## config.mk

```make
export PLATFORM = sky130hd
export DESIGN_NAME = elastic_skid_buffer_flat
export DESIGN_NICKNAME = d
export VERILOG_FILES = /design/src/rtl/elastic_skid_buffer_if.sv /design/src/rtl/elastic_skid_buffer.sv /design/src/flat_wrapper.sv
export SDC_FILE = /design/constraint.sdc
export NUM_CORES = 1
export LEC_CHECK = 0
export BUFFER_PORTS_ARGS = -buffer_cell sky130_fd_sc_hd__buf_2
export CORE_MARGIN = 2
export CORE_UTILIZATION = 50
export CTS_CLUSTER_DIAMETER = 60
export CTS_CLUSTER_SIZE = 16
export DETAILED_ROUTE_END_ITERATION = 16
export MAX_ROUTING_LAYER = met4
export PLACE_DENSITY = 0.82
export SETUP_SLACK_MARGIN = 0.2
export SYNTH_ARGS = -nofsm -noshare
export SYNTH_HDL_FRONTEND = slang
export SYNTH_SLANG_ARGS = --single-unit
```

## constraint.sdc

```tcl
create_clock -name clk -period 4.6 [get_ports clk]
set_input_delay 0.69 -clock clk [delete_from_list [all_inputs] [get_ports clk]]
set_output_delay 0.69 -clock clk [all_outputs]
set_load 0.005 [all_outputs]
```

## src/rtl/elastic_skid_buffer_if.sv

```systemverilog
// elastic_skid_buffer_if: upstream/downstream valid-ready handshake bundle for elastic_skid_buffer
interface elastic_skid_buffer_if #(parameter int DATA_WIDTH = 32);
  logic [DATA_WIDTH-1:0] ins;
  logic [DATA_WIDTH-1:0] outs;
  logic ins_valid;
  logic ins_ready;
  logic outs_valid;
  logic outs_ready;
  modport master(output ins, ins_valid, outs_ready, input ins_ready, outs, outs_valid);
  modport slave(input ins, ins_valid, outs_ready, output ins_ready, outs, outs_valid);
endinterface

```

## src/rtl/elastic_skid_buffer.sv

```systemverilog
// elastic_skid_buffer: two-entry fully registered skid buffer; ELASTIC_SKID_BUFFER_STATS_EN adds stall_count
module elastic_skid_buffer #(parameter int DATA_WIDTH = 32) (
  input logic clk,
  input logic rst,
  elastic_skid_buffer_if.slave bus
`ifdef ELASTIC_SKID_BUFFER_STATS_EN
  ,
  output logic [31:0] stall_count
`endif
);
  typedef enum logic [1:0] {EMPTY, BUSY, FULL} state_t;
  state_t state;
  logic [DATA_WIDTH-1:0] main_q, skid_q;
  logic main_v, skid_v;
  logic in_fire, out_fire;
  assign in_fire = bus.ins_valid & ~skid_v;
  assign out_fire = main_v & bus.outs_ready;
  assign bus.outs = main_q;
  assign bus.outs_valid = main_v;
  assign bus.ins_ready = ~skid_v;
  always_ff @(posedge clk or negedge rst)
    if (!rst) begin
      state <= EMPTY;
      main_q <= '0;
      skid_q <= '0;
      main_v <= 1'b0;
      skid_v <= 1'b0;
    end else
      case (state)
        EMPTY: if (in_fire) begin
          main_q <= bus.ins;
          main_v <= 1'b1;
          state <= BUSY;
        end
        BUSY: if (in_fire && out_fire) main_q <= bus.ins;
          else if (in_fire) begin
            skid_q <= bus.ins;
            skid_v <= 1'b1;
            state <= FULL;
          end else if (out_fire) begin
            main_v <= 1'b0;
            state <= EMPTY;
          end
        FULL: if (out_fire) begin
          main_q <= skid_q;
          skid_v <= 1'b0;
          state <= BUSY;
        end
        default: state <= EMPTY;
      endcase
`ifdef ELASTIC_SKID_BUFFER_STATS_EN
  always_ff @(posedge clk or negedge rst)
    if (!rst) stall_count <= '0;
    else if (main_v && !bus.outs_ready && stall_count != '1) stall_count <= stall_count + 32'd1;
`endif
endmodule

```

## src/flat_wrapper.sv

```systemverilog
// flat-port wrapper written by rule: the top's interface ports become plain ports
module elastic_skid_buffer_flat 
#(parameter int DATA_WIDTH = 32)
  (clk, rst, bus_ins, bus_ins_valid, bus_outs_ready, bus_ins_ready, bus_outs, bus_outs_valid);
  elastic_skid_buffer_if #(.DATA_WIDTH(DATA_WIDTH)) bus_i ();
  input logic clk;
  input logic rst;
  input wire logic [$bits(bus_i.ins)-1:0] bus_ins;
  input wire logic [$bits(bus_i.ins_valid)-1:0] bus_ins_valid;
  input wire logic [$bits(bus_i.outs_ready)-1:0] bus_outs_ready;
  output wire logic [$bits(bus_i.ins_ready)-1:0] bus_ins_ready;
  output wire logic [$bits(bus_i.outs)-1:0] bus_outs;
  output wire logic [$bits(bus_i.outs_valid)-1:0] bus_outs_valid;
  assign bus_i.ins = bus_ins;
  assign bus_i.ins_valid = bus_ins_valid;
  assign bus_i.outs_ready = bus_outs_ready;
  assign bus_ins_ready = bus_i.ins_ready;
  assign bus_outs = bus_i.outs;
  assign bus_outs_valid = bus_i.outs_valid;
  elastic_skid_buffer #(.DATA_WIDTH(DATA_WIDTH)) u_core (.clk(clk), .rst(rst), .bus(bus_i));
endmodule
```

==> results of run 1 <==
[worst max path at each step]
stage                    start             endpoint  cells past startpoint
4_1_cts        u_core.state[1]  u_core.bus.outs[16]                      3
2_1_floorplan    bus_ins_valid   u_core.bus.outs[0]                      4
3_5_place_dp     bus_ins_valid  u_core.bus.outs[13]                      4
3_3_place_gp     bus_ins_valid  u_core.bus.outs[13]                      4
5_1_grt        u_core.state[0]  u_core.bus.outs[12]                      3
6_report       u_core.state[1]  u_core.bus.outs[15]                      3
[layer usage]
metal / global-route usage, % / part of all wire (%) / up-vias
met3: 3.976 / 4.6 / 10
met5: - / 0 / -
met1: 21.86 / 46 / 863
li1: - / - / 838
met2: 26.17 / 48 / 43
met4: 7.601 / 1.7 / 0
[logic make-up (layout without fill, tap and decap cells)]
| kind of cell | after synthesis | in the layout | share of synthesized area, % |
|---|---|---|---|
| AO/OA/AOI/OAI | 6 | 6 | 1.439 |
| AND/OR/NAND/NOR | 12 | 12 | 2.598 |
| multiplexers | 97 | 97 | 38.45 |
| flip-flops | 68 | 68 | 54.36 |
| buffers and inverters | 11 | 87 | 3.157 |
[where the power goes]
part           total, mW  internal [mW]  switching [mW]
Clock              0.459          0.251           0.207
Sequential         0.623          0.613         0.00974
Combinational     0.0838         0.0500          0.0337
Total               1.17          0.915           0.251
[cell type report]
type	instances	area [sq um]	share of cell area, %
inverters	1	3.754	0.1019
well taps	75	93.84	2.547
repair buffers	71	360.3	9.779
clock buffers	14	182.7	4.958
multi-input cells	115	1338	36.30
flip-flops and latches	68	1702	46.18
clock inverters	1	5.005	0.1358
[stage by stage]
step / cell area [sq um] / hold WS (ps)
5_1_grt: 3685 / 440.8
4_1_cts: 3685 / 387.8
3_3_place_gp: 3497 / 481.5
3_5_place_dp: 3497 / 486.7
6_report: 3685 / 381.5
2_1_floorplan: 3131 / 394.4
[worst register-to-register path, delay by kind of cell (launching register included)]
family,cells,cell delay (ps)
and+or+nand+nor,1,820
muxes,2,710
DFF,1,450
[synth_stat cells, drive strengths merged]
master / instances / area, sq um
inv: 1 / 3.750
o21ai: 2 / 10.01
and4b: 1 / 13.76
nor4b: 1 / 8.760
mux2i: 1 / 10.01
a211o: 1 / 17.52
nand2b: 2 / 12.51
and2: 1 / 6.260
a21oi: 2 / 10.01
a21boi: 1 / 7.510
nor3b: 1 / 12.51
mux2: 96 / 1194
buf: 10 / 95.09
nand2: 2 / 7.510
nor2: 2 / 7.510
dfrtp: 68 / 1702
nor2b: 2 / 12.51
[flip-flops by register name, indices dropped and copies added, names as in the netlist]
signal,count
u_core.bus.outs_valid,1
u_core.skid_v,1
u_core.state,2
u_core.skid_q,32
u_core.bus.outs,32
==> summary.md, run 1 <==
| Metric | Value |
|---|---|
| Pin slew with the least headroom to its limit | 955.8 ps |
| Area added between synthesis and finish | 17.71% |
| Post-route setup TNS | 0 ps |
| Number of max-cap violations | 0 |
| Reg-to-reg critical path endpoint | u_core.bus.outs[15] |
| Number of nets with antenna violations after detailed routing | 0 |
| Nature of the critical path endpoint | flop |
| PD cells | approximately 320 nW/um^2 |
| Tightest slew margin relative to the limit | 36.14% |
| Clock tree from TritonCTS | built |
| Bufs and invs on worst path | 0 |
| Maximum fanout encountered on the critical timing path | 33 |
| Kind of cell with the highest combined delay on the critical path | simple AND/OR/NAND/NOR gates |
| Number of placed instances with taps included | between 300 and 400 |
| Via count | 1,754 |
| Share of the core filled with cells in the final layout | roughly 62% |
| Synthesized area per cell | 16.14 sq um |
| Critical-path cell list | nor2b_4, mux2_2, mux2_4 |
| Number of DRC violations after detailed routing | 0 |
| Final Total Pwr | 1.165 mW |
| Setup crit start kind | flop |
| Number of warnings issued by yosys | 0 |
| RePlAce Congestion | 0.7662 |
| Routed length per placed instance | 15.38 microns |
| Wire length reported by the detailed router | about 5300 microns |
| 1st-pass router iterations | 4 |
| Commonest cells after routing, fill and taps aside | buf_2, dfrtp_1, mux2_2 |
| CTS resizes | 0 |
| Insertion delay of the later-clocked pin in the worst-skew pair | 330 ps |
| Wire length of the first global-routing pass | 9018 microns |
| DRC marker count from the first detailed-route iteration | 63 |
| Post-layout net count | 302 |
| Post-CTS Setup Inserts | 0 |
| Overflow left after global routing | 0 |
| Hold violation total from the final report | 0 |
| Mapped cell area | 3131 sq um |
| Total nets after synthesis | 230 |
| Final-report max-slew violation count | 0 |
| Via count of the first global-routing pass | 1,804 |
| Number of buffers between clock root and the deepest sink | 2 |
| Maximum number of pins on one net before global-route repair | 40 |
| Fillcell total | 450 |
| Htree depth | 3 |
| Maximum operating frequency | 0.4807 GHz |
| Sequential fraction of the synthesis area | a little over half |
| Layout cell share with drive strength beyond 1 | 68.52% |
| Unrepaired setup endpoints after global routing | false |
| Worst min path class | in -> async |
| Initial core utilization | between 50% and 60% |
| Count of state elements after synthesis | between 60 and 70 |
| Sinks on Clock Net | 68 |
| Number of CTS-inserted buffers | 9 |
| Internal reg-to-reg setup slack | 2520 ps |
| Setup violation total in the final timing report | 0 |
| Data required time at the worst endpoint | ~4800 ps |
| Antenna violations before repair | 0 |
| CP Data Arrival Time | 2300 ps |
| Hold buffer count at CTS | 0 |
| Startpoint of the lowest-slack register-to-register path | u_core.state[1] |
| Detailed placement HPWL | 3556 microns |
| Overall die area | 6910 sq um |
| Longest individual stage delay on the worst path | 820 ps |
| Final std cells w/o fill | 345 |
| Slowest stage cell, crit path | nor2b_4 |
| Number of library cell types mapped by synthesis | 19 |
| Worst IR drop on VDD | 191.3 uV |
| Clock-pin slew on the worst setup and hold paths | around 70 ps |
| Chip Width | 83.13 microns |
| Final period utilization | approximately 45% |
| Clock Root Buffer | clkbuf_8 |
| Via density per instance | just over 5 |
| Area of the core region | 5991 sq um |
| Smallest setup slack after layout | 2519 ps |
| Worst Reg2Reg Path Length in Cells | 3 |
| Post-layout minimum cycle time | between 2000 and 2500 ps |
| All-layer global routing usage | 17.11% |
| Leakage dissipation | between 1.5 and 2 nW |
| Post-Place Setup Slack | 2293 ps |
| Number of standard cells after synthesis | 194 |
| Input/output buffers | 69 |
| Status | complete, no violations |
| # IOs | 70 |
| Number of diodes added for antenna fixing | 0 |
| Most common cell after layout, fill and taps aside | buf_2 |
| Fin Clk Skew | between 8 and 9 ps |
| Type of the worst setup path | reg -> reg |
| Height of the chip | 83.13 microns |
| Std cell rows | 28 |
(Power assumes the default switching activity.)
==> inputs of run 2 (changes only) <==
- CORE_UTILIZATION: 50 -> 48
- clock period: 4.6 -> 1.9 ns (I/O delays scaled with it)
==> run 2 against run 1 <==
Effect of this change:
- first-iteration DRC count up 24%
- utilization fell by 0.49 points
- count of clock-buffer cells in the layout down 4
- setup slack lost 2200 ps
- wire length rose by 5.6%
- combinational power increased by 150%
- largest cell class unchanged
- largest power group unchanged
- highest routed layer unchanged
==> summary.md, run 2 (synthesis results as in run 1) <==
| Metric | Value |
|---|---|
| Wire length of the first global-routing pass | 9280 microns (+2.9%) |
| Area added between synthesis and finish | 23.06% |
| Chip Width | 84.76 microns (+2.0%) |
| Hold Path Sink | u_core.skid_q[10] |
| Area of the core region | 6314 sq um (+5.4%) |
| Number of buffers between clock root and the deepest sink | 2 (unchanged) |
| Std cell rows | 29 (+3.6%) |
| Overall die area | 7184 sq um (+4.0%) |
| Slowest stage cell, crit path | dfrtp_2 |
| 1st-pass router iterations | 4 (unchanged) |
| Number of DRC violations after detailed routing | 0 (unchanged) |
| CP Data Arrival Time | 1840 ps (-460 ps) |
| Final-report max-slew violation count | 0 (unchanged) |
| Unrepaired setup endpoints after global routing | false |
| Hold violation total from the final report | 0 (unchanged) |
| Data required time at the worst endpoint | 2110 ps (-2710 ps) |
| Detailed placement HPWL | 3793 microns (+6.7%) |
| Htree depth | 3 (unchanged) |
| Post-route setup TNS | 0 ps (unchanged) |
| Sinks on Clock Net | 68 (unchanged) |
| Setup crit start kind | flop |
| Metal1 wirelength | 2527 microns (+4.1%) |
| Tightest slew margin relative to the limit | 75.21% (+39 points) |
| Clock-pin slew on the worst setup and hold paths | 80 ps (about the same) |
| Commonest cells after routing, fill and taps aside | buf_2, mux2_2, dfrtp_1 |
| Initial core utilization | 49.58% (-2.7 points) |
| Fillcell total | 496 (+10%) |
| Post-layout minimum cycle time | 1628 ps (-452.3 ps) |
| Post-layout net count | 311 (+3.0%) |
| Leakage dissipation | 1.951 nW (+3.3%) |
| Startpoint of the lowest-slack register-to-register path | u_core.bus.outs_valid |
| Fin Clk Skew | 9.392 ps (+1.038 ps) |
| Wire length reported by the detailed router | 5600 microns (+5.6%) |
| Final period utilization | 85.70% (+40 points) |
| Via count | 1,825 (+4.0%) |
| Routed length per placed instance | 15.69 microns (+2.0%) |
| Status | complete, no violations |
| Placed cell areas | 3607 sq um (+3.1%) |
| Final std cells w/o fill | 357 (+3.5%) |
| Beginning of the worst hold path | bus_ins[10] |
| Worst Reg2Reg Path Length in Cells | 4 (+1) |
| Reg-to-reg critical path endpoint | u_core.bus.outs[0] |
| Smallest setup slack after layout | 271.8 ps (-2248 ps) |
| Number of diodes added for antenna fixing | 0 (unchanged) |
| Number of max-cap violations | 0 (unchanged) |
| Maximum operating frequency | 0.6142 GHz (+28%) |
| WL met2 | 2742 microns (+7.7%) |
| Post-Layout Inst Area | 3852 sq um (+4.6%) |
| Type of the worst setup path | reg -> reg |
| Input/output buffers | 69 (unchanged) |
| Antenna violations before repair | 0 (unchanged) |
| Detailed-routed wire length on met3 | 259 microns (+7.0%) |
| Number of CTS-inserted buffers | 9 (unchanged) |
| Worst min path class | in -> reg |
| # IOs | 70 (unchanged) |
| Pin slew with the least headroom to its limit | 371.9 ps (-584.0 ps) |
| Longest individual stage delay on the worst path | 440 ps (-380 ps) |
| Top layer reached by signal wires | met4 |
| Critical-path cell list | and2_1, a211o_4, buf_12, mux2_4 |
| Via count of the first global-routing pass | 1,903 (+5.5%) |
| Nature of the critical path endpoint | flop |
| Maximum fanout encountered on the critical timing path | 11 (-67%) |
| Clock tree from TritonCTS | built |
| RePlAce Congestion | 0.8251 (+7.7%) |
| Internal reg-to-reg setup slack | 270 ps (-2250 ps) |
| Insertion delay of the later-clocked pin in the worst-skew pair | 330 ps (about the same) |
| Number of placed instances with taps included | 338 (+2.4%) |
| Worst IR drop on VDD | 427.1 uV (+120%) |
| Number of nets with antenna violations after detailed routing | 0 (unchanged) |
| Maximum number of pins on one net before global-route repair | 69 (+73%) |
| Post-Place Setup Slack | 124.2 ps (-2169 ps) |
| Via density per instance | 5.112 (+0.55%) |
| PD cells | 752.2 nW/um^2 (+140%) |
| DRC marker count from the first detailed-route iteration | 78 (+24%) |
| Most common cell after layout, fill and taps aside | buf_2 |
| All-layer global routing usage | 17.16% (+0.050 points) |
| Height of the chip | 84.76 microns (+2.0%) |
| Setup violation total in the final timing report | 0 (unchanged) |
| Clock Root Buffer | clkbuf_8 |
| Overflow left after global routing | 0 (unchanged) |
| Final Total Pwr | 2.898 mW (+150%) |
| Bufs and invs on worst path | 1 (+1) |
| Kind of cell with the highest combined delay on the critical path | flip-flops |
| Layout cell share with drive strength beyond 1 | 71.07% (+2.6 points) |
| Worst setup startpoint | u_core.bus.outs_valid |
| Instance count along the most critical hold path | 2 |
## run 2: cell count changes in the layout (fill, tap and decap cells not counted)
cell | previous run | this run
buf_12 | 0 | 5
buf_4 | 2 | 5
bufinv_16 | 0 | 1
clkbuf_1 | 1 | 0
clkbuf_8 | 13 | 10
clkinv_2 | 1 | 2
clkinv_4 | 0 | 1
clkinvlp_4 | 0 | 2
dfrtp_1 | 68 | 65
dfrtp_2 | 0 | 3
dlygate4sd3_1 | 0 | 1
nor4b_1 | 1 | 0
nor4b_4 | 0 | 1
## run 2: repair_timing
action / in CTS / in global routing
hold buffers: 1 / 0
endpoints found under the setup margin: 28 / 30
pin swaps: 0 / 1
cloned: 0 / 0
setup buffers: 0 / 2
hold endpoints to repair: 68 / 0
resized for setup: 2 / 3
## run 2: stage by stage
step / hold slack, ps / util (%)
5_1_grt: 173.9 / 61.02
3_5_place_dp: 336.2 / 57.13
2_1_floorplan: -10.59 / -
4_1_cts: 178.2 / 60.60
3_3_place_gp: 332.3 / 57.13
6_report: 192.6 / 61.02
## run 2: metal layers
layer	global-route usage (%)	up-vias
li1	-	858
met4	6.349	0
met2	26.77	46
met1	21.51	914
met5	-	-
met3	4.621	7
## run 2: how the worst max path moves through the flow
| stage | end | cells after the start |
|---|---|---|
| final | u_core.bus.outs[0] | 4 |
| after global routing | u_core.bus.outs[24] | 4 |
| after CTS | u_core.bus.outs[0] | 4 |
| after detailed placement | u_core.bus.outs[12] | 4 |
| after global placement | u_core.bus.outs[13] | 4 |
| after floorplan | u_core.bus.outs[0] | 4 |
## run 2: area by class of cell
class                           instances  area, sq um  area share [%]
Clock buffer                           10        137.6           3.573
Tap cell                               77        96.34           2.501
Clock inverter                          6        63.81           1.656
Inverter                                1        3.754         0.09743
Multi-Input combinational cell        115         1353           35.11
Timing Repair Buffer                   80        493.0           12.80
Sequential cell                        68         1705           44.27
## run 2: power breakdown
group	internal [mW]	switching (mW)	total, mW
clock network	0.639	0.541	1.18
registers	1.48	0.0250	1.51
logic	0.126	0.0823	0.208
total	2.25	0.648	2.90
==> inputs of run 3 (changes only) <==
- CORE_ASPECT_RATIO: not set -> 1.2
==> run 3 against run 2 <==
Effect of this change:
- clock skew fell by 0.57 ps
- final cell count rose by 1.1%
- sequential power barely moved
- setup slack got worse by 23 ps
- flip-flop and latch count did not move
- register-to-register slack got worse by 20 ps
- combinational power rose by 2%
- die area barely moved
- wire length rose by 3.3%
- global-route usage rose by 0.66 points
==> summary.md, run 3 (synthesis results as in run 1) <==
| Metric | Value |
|---|---|
| Final-report max-slew violation count | 0 (unchanged) |
| Overflow left after global routing | 0 (unchanged) |
| All-layer global routing usage | 17.81% (+0.66 points) |
| Reg-to-reg critical path endpoint | u_core.bus.outs[12] |
| Number of CTS-inserted buffers | 9 (unchanged) |
| Beginning of the worst hold path | bus_ins[28] |
| Via density per instance | 5.102 (-0.19%) |
| Via count of the first global-routing pass | 1,901 (-0.11%) |
| Most common cell after layout, fill and taps aside | buf_2 |
| Wire length of the first global-routing pass | 9466 microns (+2.0%) |
| Area added between synthesis and finish | 22.58% |
| Number of nets with antenna violations after detailed routing | 0 (unchanged) |
| Number of DRC violations after detailed routing | 0 (unchanged) |
| 1st-pass router iterations | 2 (-2) |
| Unrepaired setup endpoints after global routing | false |
| Overall die area | 7186 sq um (about the same) |
| Worst IR drop on VDD | 501.4 uV (+17%) |
| Insertion delay of the later-clocked pin in the worst-skew pair | 340 ps (about the same) |
| Slowest stage cell, crit path | dfrtp_2 |
| Fillcell total | 496 (unchanged) |
| Via count | 1,842 (+0.93%) |
| Type of the worst setup path | reg -> reg |
| Post-layout minimum cycle time | 1651 ps (+22.78 ps) |
| Detailed placement HPWL | 3826 microns (+0.85%) |
| Std cell rows | 32 (+10%) |
| Leakage dissipation | 1.938 nW (-0.69%) |
| Smallest setup slack after layout | 249.0 ps (-22.78 ps) |
| RePlAce Congestion | 0.7187 (-13%) |
| Wire length reported by the detailed router | 5783 microns (+3.3%) |
| Commonest cells after routing, fill and taps aside | buf_2, mux2_2, dfrtp_1 |
| Antenna violations before repair | 0 (unchanged) |
| Nature of the critical path endpoint | flop |
| Maximum operating frequency | 0.6057 GHz (-1.4%) |
| Worst min path class | in -> reg |
| Hold violation total from the final report | 0 (unchanged) |
| Pin slew with the least headroom to its limit | 362.0 ps (-9.855 ps) |
| Final period utilization | 86.90% (+1.2 points) |
| Internal reg-to-reg setup slack | 250 ps (-20 ps) |
| Input/output buffers | 69 (unchanged) |
| Post-route setup TNS | 0 ps (unchanged) |
| Data required time at the worst endpoint | 2120 ps (about the same) |
| Setup violation total in the final timing report | 0 (unchanged) |
| Hold Path Sink | u_core.skid_q[28] |
| Sinks on Clock Net | 68 (unchanged) |
| Clock-pin slew on the worst setup and hold paths | 80 ps (about the same) |
| Routed length per placed instance | 16.02 microns (+2.1%) |
| Post-Place Setup Slack | 148.6 ps (+24.36 ps) |
| DRC marker count from the first detailed-route iteration | 47 (-40%) |
| Maximum number of pins on one net before global-route repair | 69 (unchanged) |
| Initial core utilization | 49.17% (-0.41 points) |
| Tightest slew margin relative to the limit | 75.87% (+0.66 points) |
| Height of the chip | 92.47 microns (+9.1%) |
| Instance count along the most critical hold path | 2 (unchanged) |
| Fin Clk Skew | 8.824 ps (-0.5681 ps) |
| Worst setup startpoint | u_core.state[1] |
| Area of the core region | 6366 sq um (+0.83%) |
| CP Data Arrival Time | 1870 ps (+30 ps) |
| Worst Reg2Reg Path Length in Cells | 4 (unchanged) |
| Status | complete, no violations |
| Number of max-cap violations | 0 (unchanged) |
| PD cells | 759.4 nW/um^2 (+0.96%) |
| Chip Width | 77.72 microns (-8.3%) |
| Worst hold-check slack | 186.6 ps (-5.977 ps) |
| Number of buffers between clock root and the deepest sink | 2 (unchanged) |
| Htree depth | 3 (unchanged) |
| Longest individual stage delay on the worst path | 460 ps (+20 ps) |
| Maximum fanout encountered on the critical timing path | 15 (+4) |
| Post-layout net count | 307 (-1.3%) |
| Layout cell share with drive strength beyond 1 | 70.65% (-0.42 points) |
| Number of diodes added for antenna fixing | 0 (unchanged) |
| Startpoint of the lowest-slack register-to-register path | u_core.state[1] |
| Clock tree from TritonCTS | built |
| Clock Root Buffer | clkbuf_8 |
| # IOs | 70 (unchanged) |
| Critical-path cell list | nor3b_2, a211o_4, buf_12, mux2_2 |
| Setup crit start kind | flop |
## run 3: changes by cell type in the layout (fill, tap and decap cells not counted), sizes merged
| cell | before | now |
|---|---|---|
| buf | 79 | 75 |
## run 3: cell type report
type	instances	area (sq um)	area share (%)
timing repair buffer	76	466.7	12.16
sequential	68	1704	44.41
clock inverter	6	63.81	1.663
tap	85	106.4	2.771
inverter	1	3.754	0.09782
clock buffer	10	137.6	3.587
multi-input combinational	115	1355	35.31
## run 3: worst max path at each step
stage | to | slack, ps | cells past startpoint
4_1_cts | u_core.bus.outs[5] | 230 | 4
6_report | u_core.bus.outs[12] | 250 | 4
3_5_place_dp | u_core.bus.outs[13] | 150 | 4
2_1_floorplan | u_core.bus.outs[0] | 310 | 4
5_1_grt | u_core.bus.outs[12] | 180 | 4
3_3_place_gp | u_core.bus.outs[12] | 180 | 4
## run 3: timing repair
action / CTS / global route
resized for setup: 2 / 4
buffers inserted: 0 / 0
setup endpoints to repair: 32 / 34
endpoints found under the hold margin: 68 / 0
hold buffers: 1 / 0
## run 3: power by group
part | switching, mW | total (mW) | internal [mW]
clock network | 0.553 | 1.19 | 0.639
logic | 0.0858 | 0.212 | 0.126
registers | 0.0261 | 1.51 | 1.48
total | 0.665 | 2.91 | 2.25
## run 3: through the flow
stage	std cells	util, %	power (mW)	instance area [sq um]
final	361	60.28	2.914	3837
after global routing	361	60.28	3.042	3837
after CTS	361	60.06	2.960	3824
after detailed placement	344	56.58	1.751	3602
after global placement	344	56.58	1.742	3602
after floorplan	194	-	1.621	3131
## run 3: per-layer routing
| metal | GRT usage, % | up-vias | routed length (microns) |
|---|---|---|---|
| met3 | 5.068 | 7 | 251 |
| met2 | 26.51 | 47 | 2831 |
| met1 | 23.10 | 935 | 2619 |
| met4 | 7.143 | 0 | 81 |
| li1 | - | 853 | - |
| met5 | - | - | 0 |
## run 3: worst max-delay path, delay by kind of cell, from the launching register on
| kind | cells | cell delay (ps) |
|---|---|---|
| buf+inv | 1 | 170 |
| simple gates | 1 | 330 |
| mux | 1 | 340 |
| compound gates | 1 | 220 |
| flops | 1 | 460 |
